$ cat src/rtl/vec_func_pkg.sv
// Shared types and the pure evaluation function for the vector-function pipeline.
// The pipeline carries only the evaluated result record, never the raw sample.
package vec_func_pkg;

    localparam int MAX_W = 32;

    typedef enum logic {
        MODE_ALL = 1'b0,
        MODE_PAR = 1'b1
    } mode_e;

    typedef struct packed {
        logic x;
        logic y;
        logic z;
        logic par;
    } vec_res_t;

    localparam vec_res_t RES_ZERO = 4'b0000;

    // Evaluates one sample of width w (bits above w are ignored).
    // Bit 0 is a, bit 1 is b, bits 2..w-2 are the c group, bit w-1 is e.
    function automatic vec_res_t vec_eval(
        input logic [MAX_W-1:0] data,
        input int               w,
        input mode_e            mode
    );
        vec_res_t res;
        logic     all_and;
        logic     mid_or;
        logic     par;
        logic     e_bit;
        all_and = 1'b1;
        mid_or  = 1'b0;
        par     = 1'b0;
        e_bit   = 1'b0;
        for (int i = 0; i < MAX_W; i++) begin
            if (i < w) begin
                all_and = all_and & data[i];
                if (i >= 1) begin
                    par = par ^ data[i];
                end else begin
                    par = par;
                end
                if ((i >= 2) && (i <= w - 2)) begin
                    mid_or = mid_or | data[i];
                end else begin
                    mid_or = mid_or;
                end
                if (i == w - 1) begin
                    e_bit = data[i];
                end else begin
                    e_bit = e_bit;
                end
            end else begin
                all_and = all_and;
            end
        end
        res.x   = data[0] & data[1] & ~e_bit & mid_or;
        res.y   = ~all_and;
        res.par = par;
        res.z   = (mode == MODE_PAR) ? par : (res.x | res.y | par);
        return res;
    endfunction

endpackage

$ cat src/rtl/vec_func_stage.sv
// One pipeline register holding a result record and its valid flag.
// It loads whenever it is empty or its downstream consumer takes the current entry.
module vec_func_stage
    import vec_func_pkg::*;
(
    input  logic     clk,
    input  logic     rst,
    input  logic     in_valid,
    input  vec_res_t in_data,
    output logic     out_valid,
    input  logic     out_ready,
    output vec_res_t out_data
);

    logic     valid_r;
    vec_res_t data_r;
    logic     load_s;

    assign load_s = ~valid_r | out_ready;

    // Register the record; an empty slot always holds zeros so outputs read 0 when idle.
    always_ff @(posedge clk or posedge rst) begin
        if (rst) begin
            valid_r <= 1'b0;
            data_r  <= RES_ZERO;
        end else if (load_s) begin
            valid_r <= in_valid;
            data_r  <= in_valid ? in_data : RES_ZERO;
        end else begin
            valid_r <= valid_r;
            data_r  <= data_r;
        end
    end

    assign out_valid = valid_r;
    assign out_data  = data_r;

endmodule

$ cat src/rtl/vec_func_pipe.sv
// Evaluates x/y/z/par at entry, carries the record through STAGES valid/ready
// registers and counts delivered z=1 results in a saturating counter.
module vec_func_pipe
    import vec_func_pkg::*;
#(
    parameter int W      = 5,
    parameter int STAGES = 2,
    parameter int CNT_W  = 8
) (
    input  logic             clk,
    input  logic             rst,
    input  logic             in_valid,
    output logic             in_ready,
    input  logic [W-1:0]     in_data,
    input  logic             mode,
    output logic             out_valid,
    input  logic             out_ready,
    output logic             out_x,
    output logic             out_y,
    output logic             out_z,
    output logic             out_par,
    input  logic             clr_cnt,
    output logic [CNT_W-1:0] evt_cnt
);

    localparam logic [CNT_W-1:0] CNT_MAX = {CNT_W{1'b1}};
    localparam logic [CNT_W-1:0] CNT_ONE = {{(CNT_W-1){1'b0}}, 1'b1};

    logic [MAX_W-1:0] data_ext_s;
    logic [STAGES:0]  vld_s;
    logic [STAGES:0]  take_s;
    vec_res_t         dat_s [STAGES+1];
    logic             deliver_z_s;
    logic [CNT_W-1:0] cnt_r;

    assign data_ext_s = MAX_W'(in_data);
    assign vld_s[0]   = in_valid;
    assign dat_s[0]   = vec_eval(data_ext_s, W, mode_e'(mode));

    // take_s[g] is high when stage g can load: it is empty or the stage after it moves.
    always_comb begin
        take_s         = {(STAGES+1){1'b0}};
        take_s[STAGES] = out_ready;
        for (int g = STAGES - 1; g >= 0; g--) begin
            take_s[g] = ~vld_s[g+1] | take_s[g+1];
        end
    end

    for (genvar g = 0; g < STAGES; g++) begin : g_stage
        vec_func_stage u_stage (
            .clk       (clk),
            .rst       (rst),
            .in_valid  (vld_s[g]),
            .in_data   (dat_s[g]),
            .out_valid (vld_s[g+1]),
            .out_ready (take_s[g+1]),
            .out_data  (dat_s[g+1])
        );
    end

    assign in_ready    = take_s[0];
    assign out_valid   = vld_s[STAGES];
    assign out_x       = dat_s[STAGES].x;
    assign out_y       = dat_s[STAGES].y;
    assign out_z       = dat_s[STAGES].z;
    assign out_par     = dat_s[STAGES].par;
    assign deliver_z_s = vld_s[STAGES] & out_ready & dat_s[STAGES].z;

    // Saturating count of delivered z=1 results; a clear beats a same-cycle increment.
    always_ff @(posedge clk or posedge rst) begin
        if (rst) begin
            cnt_r <= {CNT_W{1'b0}};
        end else if (clr_cnt) begin
            cnt_r <= {CNT_W{1'b0}};
        end else if (deliver_z_s && (cnt_r != CNT_MAX)) begin
            cnt_r <= cnt_r + CNT_ONE;
        end else begin
            cnt_r <= cnt_r;
        end
    end

    assign evt_cnt = cnt_r;

endmodule

$ cat config.mk
export PLATFORM = sky130hd
export DESIGN_NAME = vec_func_pipe
export DESIGN_NICKNAME = d
export VERILOG_FILES = /design/src/rtl/vec_func_pkg.sv /design/src/rtl/vec_func_stage.sv /design/src/rtl/vec_func_pipe.sv
export SDC_FILE = /design/constraint.sdc
export NUM_CORES = 1
export LEC_CHECK = 0
export BUFFER_PORTS_ARGS = -buffer_cell sky130_fd_sc_hd__buf_2
export CAP_MARGIN = 5
export CELL_PAD_IN_SITES_DETAIL_PLACEMENT = 1
export CELL_PAD_IN_SITES_GLOBAL_PLACEMENT = 1
export CORE_MARGIN = 4
export CORE_UTILIZATION = 34
export DETAILED_ROUTE_END_ITERATION = 7
export GPL_TIMING_DRIVEN = 0
export PLACE_DENSITY_LB_ADDON = 0.15
export SLEW_MARGIN = 20
export SYNTH_ARGS = -nofsm -noshare
export SYNTH_HDL_FRONTEND = slang
export SYNTH_SLANG_ARGS = --single-unit
$ cat constraint.sdc
create_clock -name clk -period 1.42 [get_ports clk]
set_clock_uncertainty 0.15 [all_clocks]
set_input_delay 0.071 -clock clk [delete_from_list [all_inputs] [get_ports clk]]
set_output_delay 0.071 -clock clk [all_outputs]
set_load 0.05 [all_outputs]
# --- After elaboration in Yosys (flattened, before gate mapping) ---
# Cells that the tools add are included.
word_totals:
  register_bits: 18
  inputBits: 11
  out_inout_bits: 14
  elab_cells: 40
classes:
  n_addsub: 1
  eq_ne: 1
  n_mux: 5
  n_bitwise: 20
  n_reduce_logical: 2
ops:
  columns: ["cell", "count"]
  rows:
  - ["8-bit two-way mux", 2]
  - ["8-bit by 1-bit adder with 8-bit output, second input constant", 1]
  - ["1-bit bitwise AND", 8]
  - ["4-bit two-way mux", 2]
  - ["8-bit inequality test, second input constant", 1]
  - ["1-bit bitwise OR", 5]
  - ["1-bit inverter", 4]
  - ["1-bit XOR", 3]
  - ["2-bit nonzero test", 1]
  - ["1-bit logical AND", 1]
  - ["1-bit two-way mux", 1]

# --- Longest topological paths before layout ---
# Gate-level depths: netlist (run 1).
depth:
  depth_word: 9
  depth_mapped: 7
  ltp_nobuf: 5

# --- By module ---
# From an unflattened synthesis (run 1), not the netlist that was laid out.
unflattened:
  cells_unflattened: 103
  hier_area_um2: 1034.7
by_module_without_submodules:
  columns: ["mod", "n_inst", "cells_per_inst", "area_each_um2", "seq_area_each_um2"]
  rows:
  - ["vec_func_pipe", 1, 63, 606.8, 200.2]
  - ["vec_func_stage", 2, 20, 214.0, 125.1]

# --- Least setup slack after synthesis (run 1) ---
# OpenSTA, ideal clock, no wires.
synth_timing:
  path_kind: "flip-flop to flip-flop"
  startpoint: "reg g_stage[1].u_stage.valid_r"
  endpoint: "reg g_stage[0].u_stage.data_r, in the netlist g_stage[0].u_stage.out_data[1]"
  setup_ns: 0.087
  arrival_time_ns: 1.804
  required_ns: 1.183
  path_slack_ns: -0.621
  stages_incl_launch_ff: 8
  path_buffers: 2
  synth_period_minus_slack_ns: 2.041
  cell_sequence: "dfrtp_1 nor2b_4 buf_6 and2_4 buf_6 inv_1 nand3_1 o211ai_1"
synth_via:
  elab_chain_len: 3
synth_lines:
  columns: ["item", "line_no", "text"]
  rows:
  - ["start, declared", "vec_func_stage.sv:15", "logic valid_r;"]
  - ["start signal, assigned", "vec_func_stage.sv:27", "valid_r <= in_valid;"]
  - ["start signal, assigned", "vec_func_stage.sv:30", "valid_r <= valid_r;"]
  - ["1-bit inverter", "vec_func_pipe.sv:45", "take_s[g] = ~vld_s[g+1] | take_s[g+1];"]
  - ["1-bit bitwise OR", "vec_func_pipe.sv:45", null]
  - ["1-bit bitwise OR", null, null]
  - ["net in_ready", "vec_func_pipe.sv:13", "output logic in_ready,"]
  - ["end signal, assigned", "vec_func_stage.sv:28", "data_r <= in_valid ? in_data : RES_ZERO;"]
  - ["end signal, assigned", "vec_func_stage.sv:31", "data_r <= data_r;"]
  - ["end, declared", "vec_func_stage.sv:16", "vec_res_t data_r;"]
# The timed path passes the listed nets, and every way through them passes these cells.
# A chain may end at the register's enable or synchronous reset.

# --- Final worst setup path (run 1) ---
layout_timing:
  startpoint: "reg g_stage[1].u_stage.valid_r"
  endpoint: "reg g_stage[0].u_stage.data_r, in the netlist g_stage[0].u_stage.out_data[3]"
layout_via:
  elab_chain_len: 3
layout_lines:
  columns: ["item", "line_no", "text"]
  rows:
  - ["1-bit inverter", "vec_func_pipe.sv:45", null]
  - ["1-bit bitwise OR", "vec_func_pipe.sv:45", null]
  - ["1-bit bitwise OR", "vec_func_stage.sv:19", "assign load_s = ~valid_r | out_ready;"]
# Every way passes these cells.

==> results.md, run 1 <==
- The clock network burns 24.1% of the power.
- The tree is rooted in a sky130_fd_sc_hd__clkbuf_4.
- The final count of hold timing violations is 0.
- The sort of element at the end of the critical path is a flop.
- The core region is 2500 um2.
- The filler cells instantiated in the layout total 287.
- Total power for the finished layout comes to 1.12 mW.
- The area of the mapped netlist is 905 um2.
- The clock net in this run drives a total of 18 sinks.
- In this run the power density over the cells is 855 nW/um2.
- The average instance in the mapped netlist occupies 10.4 um2.
- Ranked by instance count, the synthesized netlist is headed by sky130_fd_sc_hd__dfrtp_1, sky130_fd_sc_hd__nand2_1, sky130_fd_sc_hd__nor2_1, sky130_fd_sc_hd__xor2_1.
- Summed over all cells, the static leakage comes to 0.613 nW.
- In the global route stage, overall resource usage came out at 13.9%.
- For this run, the number of Yosys warnings is 0.
- Entering global routing, the biggest net connects 19 pins.
- Setup repair after global routing could not meet its margin everywhere.
- CTS built an H-tree with a depth of 1.
- For this run, the number of standard cells in the final layout without fillers is 155.
- The final route contains 759 vias.
- For this run, asynchronously set or reset flops after synthesis account for 100%.
- The worst max-slew margin expressed relative to the limit is 53.2%.
- Based on the critical path, the design can be clocked at up to 661 MHz.
- The worst slack at placement is -157 ps.
- The area share of the largest cell type after synthesis is 49.8%.
- The cell accounting for the most synthesized area is sky130_fd_sc_hd__dfrtp_1.
- The smallest clock period supported by the final layout is computed as 1510 ps.
- After detailed routing, the wire length on met1 is 998 um.
- Yosys mapped a number of flops with a built-in enable equal to 0.
- The HPWL after detailed placement is 1460 um.
- The path category of the worst min-delay check is primary input to flop.
- The area growth from synthesis to layout is 45.1%.
- At the pin with the least slew margin, the transition time is 701 ps.
- The diode insertion count for antenna repair is 0.
- At the worst endpoint, the required time is 1510 ps.
- The worst voltage drop across the vdd grid is 0.430 mV.
- The count of buffers added on input and output ports is 23.
- The number of instances in the synthesized netlist is 87.
- The mean number of vias per cell is 4.90.
- Sequential cells burn 50.9% of the power.
- In this design, the stage delay of the slowest critical-path cell is 420 ps.
- The starting DRC count in detailed routing is 6.
- Per report_power, the combinational group accounts for 25.0% of the total.
- The clock transition time at the flip-flop clock pins of the worst setup and hold paths is 100 ps.
- The critical path goes through nor2b_4 > and2_4 > buf_4 > nor4b_4 > a32o_2.
- The number of placed instances, taps included is 140.
- Before antenna repair, the detailed router went through 3 iterations.
- For this design the total switching power over the nets is 355 uW.
- The maximum fanout along the worst path is 4.
- The wire length of the first global-routing pass is 3680 um.
- The uppermost metal layer occupied by signal nets is met4.
- Summing all non-filler instances in the final layout gives an area of 1310 um2.
- In the detailed route, the total length drawn on met2 is 1050 um.
- The proportion of total power due to net switching is 31.6%.
- The checks that failed: negative setup slack.
- The die span in x is 59.6 um.
- sky130_fd_sc_hd__dfrtp_1 is the most common cell in the netlist.
- The CTS buffer count is 3.
- The signal arrival time at the worst endpoint is 1600 ps.
- The post-detailed-route count of antenna-violating nets is 0.
- Among all stages on the critical path, the largest delay is contributed by sky130_fd_sc_hd__dfrtp_2.
- The number of DRC violations after detailed routing is 0.
- The share of post-route cells with drive strength above 1 is 49.6%.
- After layout, the worst setup slack is -92.3 ps.
- Wire segments on met3 add up to 115 um in the final route.
- The count of maximum capacitance violations is 0.
- Once the floorplan was initialized, standard cells occupied 36.2% of the core.
- Counting distinct cell types in the post-synthesis netlist gives 31.
- The initialized floorplan defines 18 standard-cell rows.
- The total I/O pin count is 25.
- The count of nets after finishing is 138.
- The final cell utilization of the core is 52.5%.
- For this run, the leading register cell type out of synthesis is sky130_fd_sc_hd__dfrtp_1.
- The via count of the first global-routing pass is 826.
- In the post-synthesis netlist, the biggest area contributors are sky130_fd_sc_hd__dfrtp_1, sky130_fd_sc_hd__xor2_1, sky130_fd_sc_hd__nand2_1, sky130_fd_sc_hd__nor2_1, sky130_fd_sc_hd__buf_6.
- The worst setup path is launched from a flop.
- The area enclosed by the die boundary is 3550 um2.
- The internal cell power is 767 uW.
- The run finished, with violations left.
- The combined buffer and inverter count along the critical path is 1.
- Summing all placed instances gives a cell area of 1130 um2.
- Synthesis produced a netlist with a net count of 99.
- The number of antenna violations at the first check in global routing was 0.
- The share of the clock period used by the worst path after layout is 107%.
- The total wire length after detailed routing is 2180 um.
- The max-slew violation count is 0.
- The setup TNS is -250 ps.
- Of the synthesized area, sequential elements account for 49.8%.
- The critical setup path kind is flop to flop.
- The maximum number of buffers from clock root to sink is 2.
- The clock tree from TritonCTS is done.
- Among cell families on the critical path, the largest total delay comes from simple AND/OR/NAND/NOR gates.
- Dividing the detail-routed wire length by the instance count gives 14.1 um.
- The hold slack is 86.9 ps.
- The clock latency on the worst-skew pair is 290 ps.
- The register bit count reported by yosys is 18.
- Setup violations remaining at the end of the flow were counted as 6.
- The placer congestion estimate is 0.704.
- After global routing the overflow that remains totals 0.
- The die is 59.6 um tall.
==> layer usage <==
metal  vias up  GRT usage, %
met3         2          3.05
met2        19          21.2
met5         -             0
li1        380             -
met4         0          6.65
met1       358          18.7
==> tightest hold or removal path, stage by stage <==
cell	delay [ps]
sky130_fd_sc_hd__buf_2	130
sky130_fd_sc_hd__nor4b_4	60
sky130_fd_sc_hd__a32o_2	230
==> path summary, 6_finish.rpt <==
check,from,endpoint,slack (ps),depth (start not counted)
max in group asynchronous,rst,g_stage[1].u_stage.out_data[1]$_DFFE_PP0P_,370,3
worst max-delay path,g_stage[1].u_stage.out_valid$_DFFE_PP0P_,g_stage[0].u_stage.out_data[3]$_DFFE_PP0P_,-90,5
worst max register to register,g_stage[1].u_stage.out_valid$_DFFE_PP0P_,g_stage[0].u_stage.out_data[3]$_DFFE_PP0P_,-90,5
worst min register to register,g_stage[1].u_stage.out_data[2]$_DFFE_PP0P_,g_stage[1].u_stage.out_data[2]$_DFFE_PP0P_,340,2
min in group asynchronous,rst,evt_cnt[1]$_DFFE_PP0P_,270,3
worst min-delay path,in_data[4],g_stage[0].u_stage.out_data[3]$_DFFE_PP0P_,90,3
==> cell usage in the layout (no fill, tap or decap), types with 4 or more instances in the layout <==
cell type                       instances
sky130_fd_sc_hd__nor2_1                 8
sky130_fd_sc_hd__xor2_1                 7
sky130_fd_sc_hd__dfrtp_1                8
sky130_fd_sc_hd__buf_4                  7
sky130_fd_sc_hd__nand2_1               12
sky130_fd_sc_hd__dfrtp_2               10
sky130_fd_sc_hd__dlygate4sd3_1          6
sky130_fd_sc_hd__o21ai_0                4
sky130_fd_sc_hd__buf_2                 22
==> flip-flops by register name, indices dropped and copies added (netlist names) <==
signal and flops:
evt_cnt 8, g_stage.u_stage.out_valid 2, g_stage.u_stage.out_data 8
==> power groups by stage <==
stage / registers (mW) / clock network [mW] / logic [mW]
after detailed placement: 0.582 / 0 / 0.232
final: 0.571 / 0.271 / 0.280
after global routing: 0.577 / 0.317 / 0.308
after CTS: 0.573 / 0.286 / 0.261
after floorplan: 0.644 / 0 / 0.106
after global placement: 0.581 / 0 / 0.229
==> repair_timing <==
item                                   in CTS  in global routing
hold buffers                                6                  0
cloned                                      0                  0
pin swaps                                   7                  3
setup buffers                               5                  4
gates resized for setup                     6                  5
endpoints found under the hold margin      30                  0
setup endpoints to repair                   9                 13
==> cells by family (layout without fill, tap and decap cells) <==
| group | count (synthesis) | after routing | synth area share (%) |
|---|---|---|---|
| xor gates and xnor gates | 9 | 9 | 8.71 |
| DFF | 18 | 18 | 49.8 |
| and+or+nand+nor | 38 | 38 | 23.0 |
| muxes | 1 | 1 | 1.11 |
| AOI/OAI and AO/OA | 14 | 14 | 11.8 |
| buffers and inverters | 6 | 44 | 4.29 |
| adders and majority gates | 1 | 1 | 1.38 |
==> layout make-up <==
class	instances	area, um2	area share [%]
clock buffer	4	26.3	2.00
buffer	1	3.75	0.286
inverter	2	11.3	0.858
multi-input combinational	63	522	39.8
timing repair buffer	37	249	19.0
sequential	18	463	35.3
tap	30	37.5	2.86
Power figures use the tool's default switching activity.
==> inputs of run 2 (changes only) <==
--- a/config.mk
+++ b/config.mk
@@ -7,7 +7,7 @@
 export LEC_CHECK = 0
 export BUFFER_PORTS_ARGS = -buffer_cell sky130_fd_sc_hd__buf_2
 export CAP_MARGIN = 5
-export CELL_PAD_IN_SITES_DETAIL_PLACEMENT = 1
+export CELL_PAD_IN_SITES_DETAIL_PLACEMENT = 0
 export CELL_PAD_IN_SITES_GLOBAL_PLACEMENT = 1
 export CORE_MARGIN = 4
 export CORE_UTILIZATION = 34
==> run 2 against run 1 <==
Net effect: the flow still finishes with violations (negative setup slack); non-clock buffer count down 2; cell area shrank 2.4%; worst hold slack worse by 2.6 ps; flip-flop and latch count unchanged; clock-buffer cell count did not move; via count down 4.0%.
==> results.md, run 2 (synthesized netlist as in run 1, its figures left out) <==
- The share of the clock period used by the worst path after layout is 104% (-2.4 points).
- The via count of the first global-routing pass was 779 (-5.7%).
- The area enclosed by the die boundary is 3550 um2 (unchanged).
- The starting density of the core is 36.2% (unchanged).
- The die span in x was 59.6 um (unchanged).
- The path category of the worst min-delay check is primary input to flop.
- The run finished, with violations left.
- The area of the core is 2500 um2 (unchanged).
- The clock sink total is 18 (unchanged).
- The worst setup path is captured at a flop.
- The HPWL reported at the end of detailed placement is 1330 um (-8.8%).
- The row count is 18 (unchanged).
- The total wire length after detailed routing came to 1900 um (-13%).
- The largest incremental delay on the critical path is 460 ps (+40 ps).
- The final cell utilization of the core was 51.3% (-1.3 points).
- The max-slew violation count is 0 (unchanged).
- The starting DRC count in detailed routing is 25 (+19).
- The worst voltage drop across the vdd grid is 0.405 mV (-5.8%).
- Relative to the synthesized area, the layout overhead comes to 41.6%.
- The top cell types in the final layout, fill and taps aside, are sky130_fd_sc_hd__buf_2, sky130_fd_sc_hd__nand2_1, sky130_fd_sc_hd__dfrtp_2, sky130_fd_sc_hd__nor2_1, sky130_fd_sc_hd__dfrtp_1.
- The power per cell area is 895 nW/um2 (+4.7%).
- The maximum fanout along the worst path is 6 (+2).
- The wire length of the first global-routing pass came to 3440 um (-6.5%).
- TritonCTS built the clock tree.
- The maximum number of pins on one net before global-route repair is 19 (unchanged).
- The total track usage is 12.9% (-1.0 points).
- The overall power is 1.15 mW (+2.2%).
- The post-detailed-route count of antenna-violating nets is 0 (unchanged).
- The die outline height was 59.6 um (unchanged).
- The leakage power total is 0.601 nW (-1.9%).
- The achievable frequency is 676 MHz (+2.3%).
- The level count of the clock H-tree is 1 (unchanged).
- The number of DRC violations after detailed routing is 0 (unchanged).
- The placer congestion estimate came to 0.704 (unchanged).
- The number of antenna violations at the first check in global routing is 0 (unchanged).
- The aggregate global routing overflow was 0 (unchanged).
- The cell depth of the worst flop-to-flop path came to 5 (unchanged).
- The total via count in the routed design is 729 (-4.0%).
- The mean number of vias per cell is 4.76 (-2.7%).
- The diode insertion count for antenna repair is 0 (unchanged).
- The total I/O pin count is 25 (unchanged).
- The final count of hold timing violations is 0 (unchanged).
- The checks that failed: negative setup slack.
- The detailed-router iteration count before antenna repair is 4 (+1).
- The worst setup slack after layout came to -58.4 ps (+33.9 ps).
- The final instance area is 1280 um2 (-2.4%).
- The number of I/O port buffers is 23 (unchanged).
- The data required time of the critical path is 1460 ps (-50 ps).
- The worst slack at placement is -156 ps (+1.43 ps).
- The share of post-route cells with drive strength above 1 is 48.8% (-0.82 points).
- The instance count along the most critical hold path came to 3 (unchanged).
- The count of nets after finishing is 136 (-1.4%).
- The clock latency on the worst-skew pair is 290 ps (about the same).
- The signal on the critical path passes through ha_4 > nand3_4 > o211ai_4 > o21a_1 > o21ba_2.
- The placed instance area was 1130 um2 (unchanged).
- The transition time at the pin with the least slew margin was 708 ps (+6.59 ps).
- The worst max-slew margin expressed relative to the limit is 52.8% (-0.44 points).
- The CTS buffer count is 3 (unchanged).
- The time the final worst path needs with I/O delays and setup was 1480 ps (-33.9 ps).
- Leaving out fill and tap cells, the most frequent cell in the layout is sky130_fd_sc_hd__buf_2.
- The signal arrival time at the worst endpoint is 1520 ps (-80 ps).
- The count of fill cells added during filler insertion is 244 (-15%).
- The count of maximum capacitance violations is 0 (unchanged).
- The clock transition time at the flip-flop clock pins of the worst setup and hold paths came to 110 ps (about the same).
- Setup repair after global routing could not meet its margin everywhere.
- The final count of negative-setup-slack endpoints is 6 (unchanged).
- The cell at the root of the clock tree is sky130_fd_sc_hd__clkbuf_4.
- The cell with the largest stage delay on the worst path is sky130_fd_sc_hd__dfrtp_2.
- The critical setup path kind is flop to flop.
- The routed wire length per instance is 12.4 um (-12%).
- The maximum number of buffers from clock root to sink is 2 (unchanged).
- The type of origin of the critical path is a flop.
- The hold slack is 84.3 ps (-2.61 ps).
-- run 2: final cells by class --
cell class                      count  area (um2)  share of cell area [%]
Buffer                              1        3.75                   0.293
Clock buffer                        4        36.3                    2.83
Inverter                            2        11.3                   0.879
Multi-Input combinational cell     63         495                    38.7
Sequential cell                    18         463                    36.1
Tap cell                           30        37.5                    2.93
Timing Repair Buffer               35         234                    18.3
-- run 2: timing repair --
| action | in CTS | in global routing |
|---|---|---|
| endpoints found under the setup margin | 8 | 13 |
| hold buffers | 6 | 0 |
| gates resized for setup | 5 | 2 |
| pin swaps | 7 | 2 |
| buffers inserted | 4 | 2 |
| hold endpoints to repair | 30 | 0 |
-- run 2: final timing paths --
kind	end	slack, ps	from
setup / recovery	evt_cnt[7]$_DFFE_PP0P_	-60	evt_cnt[0]$_DFFE_PP0P_
hold / removal	g_stage[0].u_stage.out_data[3]$_DFFE_PP0P_	80	in_data[4]
setup reg to reg	evt_cnt[7]$_DFFE_PP0P_	-60	evt_cnt[0]$_DFFE_PP0P_
hold reg to reg	g_stage[0].u_stage.out_data[0]$_DFFE_PP0P_	340	g_stage[0].u_stage.out_data[0]$_DFFE_PP0P_
max in group asynchronous	g_stage[1].u_stage.out_data[1]$_DFFE_PP0P_	350	rst
min in group asynchronous	evt_cnt[1]$_DFFE_PP0P_	270	rst
-- run 2: per-stage QoR --
step	TNS, ps	instances
CTS	-313	152
floorplan	-2750	87
global placement	-341	140
finish	-171	153
global route	-1140	153
detailed placement	-392	140
-- run 2: per-layer routing --
metal | vias to the layer above | share of wire, % | track usage [%]
met5 | - | 0 | 0
met4 | 0 | 0.74 | 5.70
met3 | 2 | 6.0 | 2.61
met2 | 19 | 42 | 18.7
met1 | 334 | 51 | 18.5
li1 | 374 | - | -
-- run 2: critical path, delay by kind of cell, from the launching register on --
family | cells | cell delay [ps]
simple gates | 1 | 110
fa+ha+maj | 1 | 190
compound gates | 3 | 470
flops | 1 | 460
-- run 2: power by group --
part | internal [mW] | switching (mW)
logic | 0.101 | 0.159
clock network | 0.156 | 0.160
registers | 0.548 | 0.0237
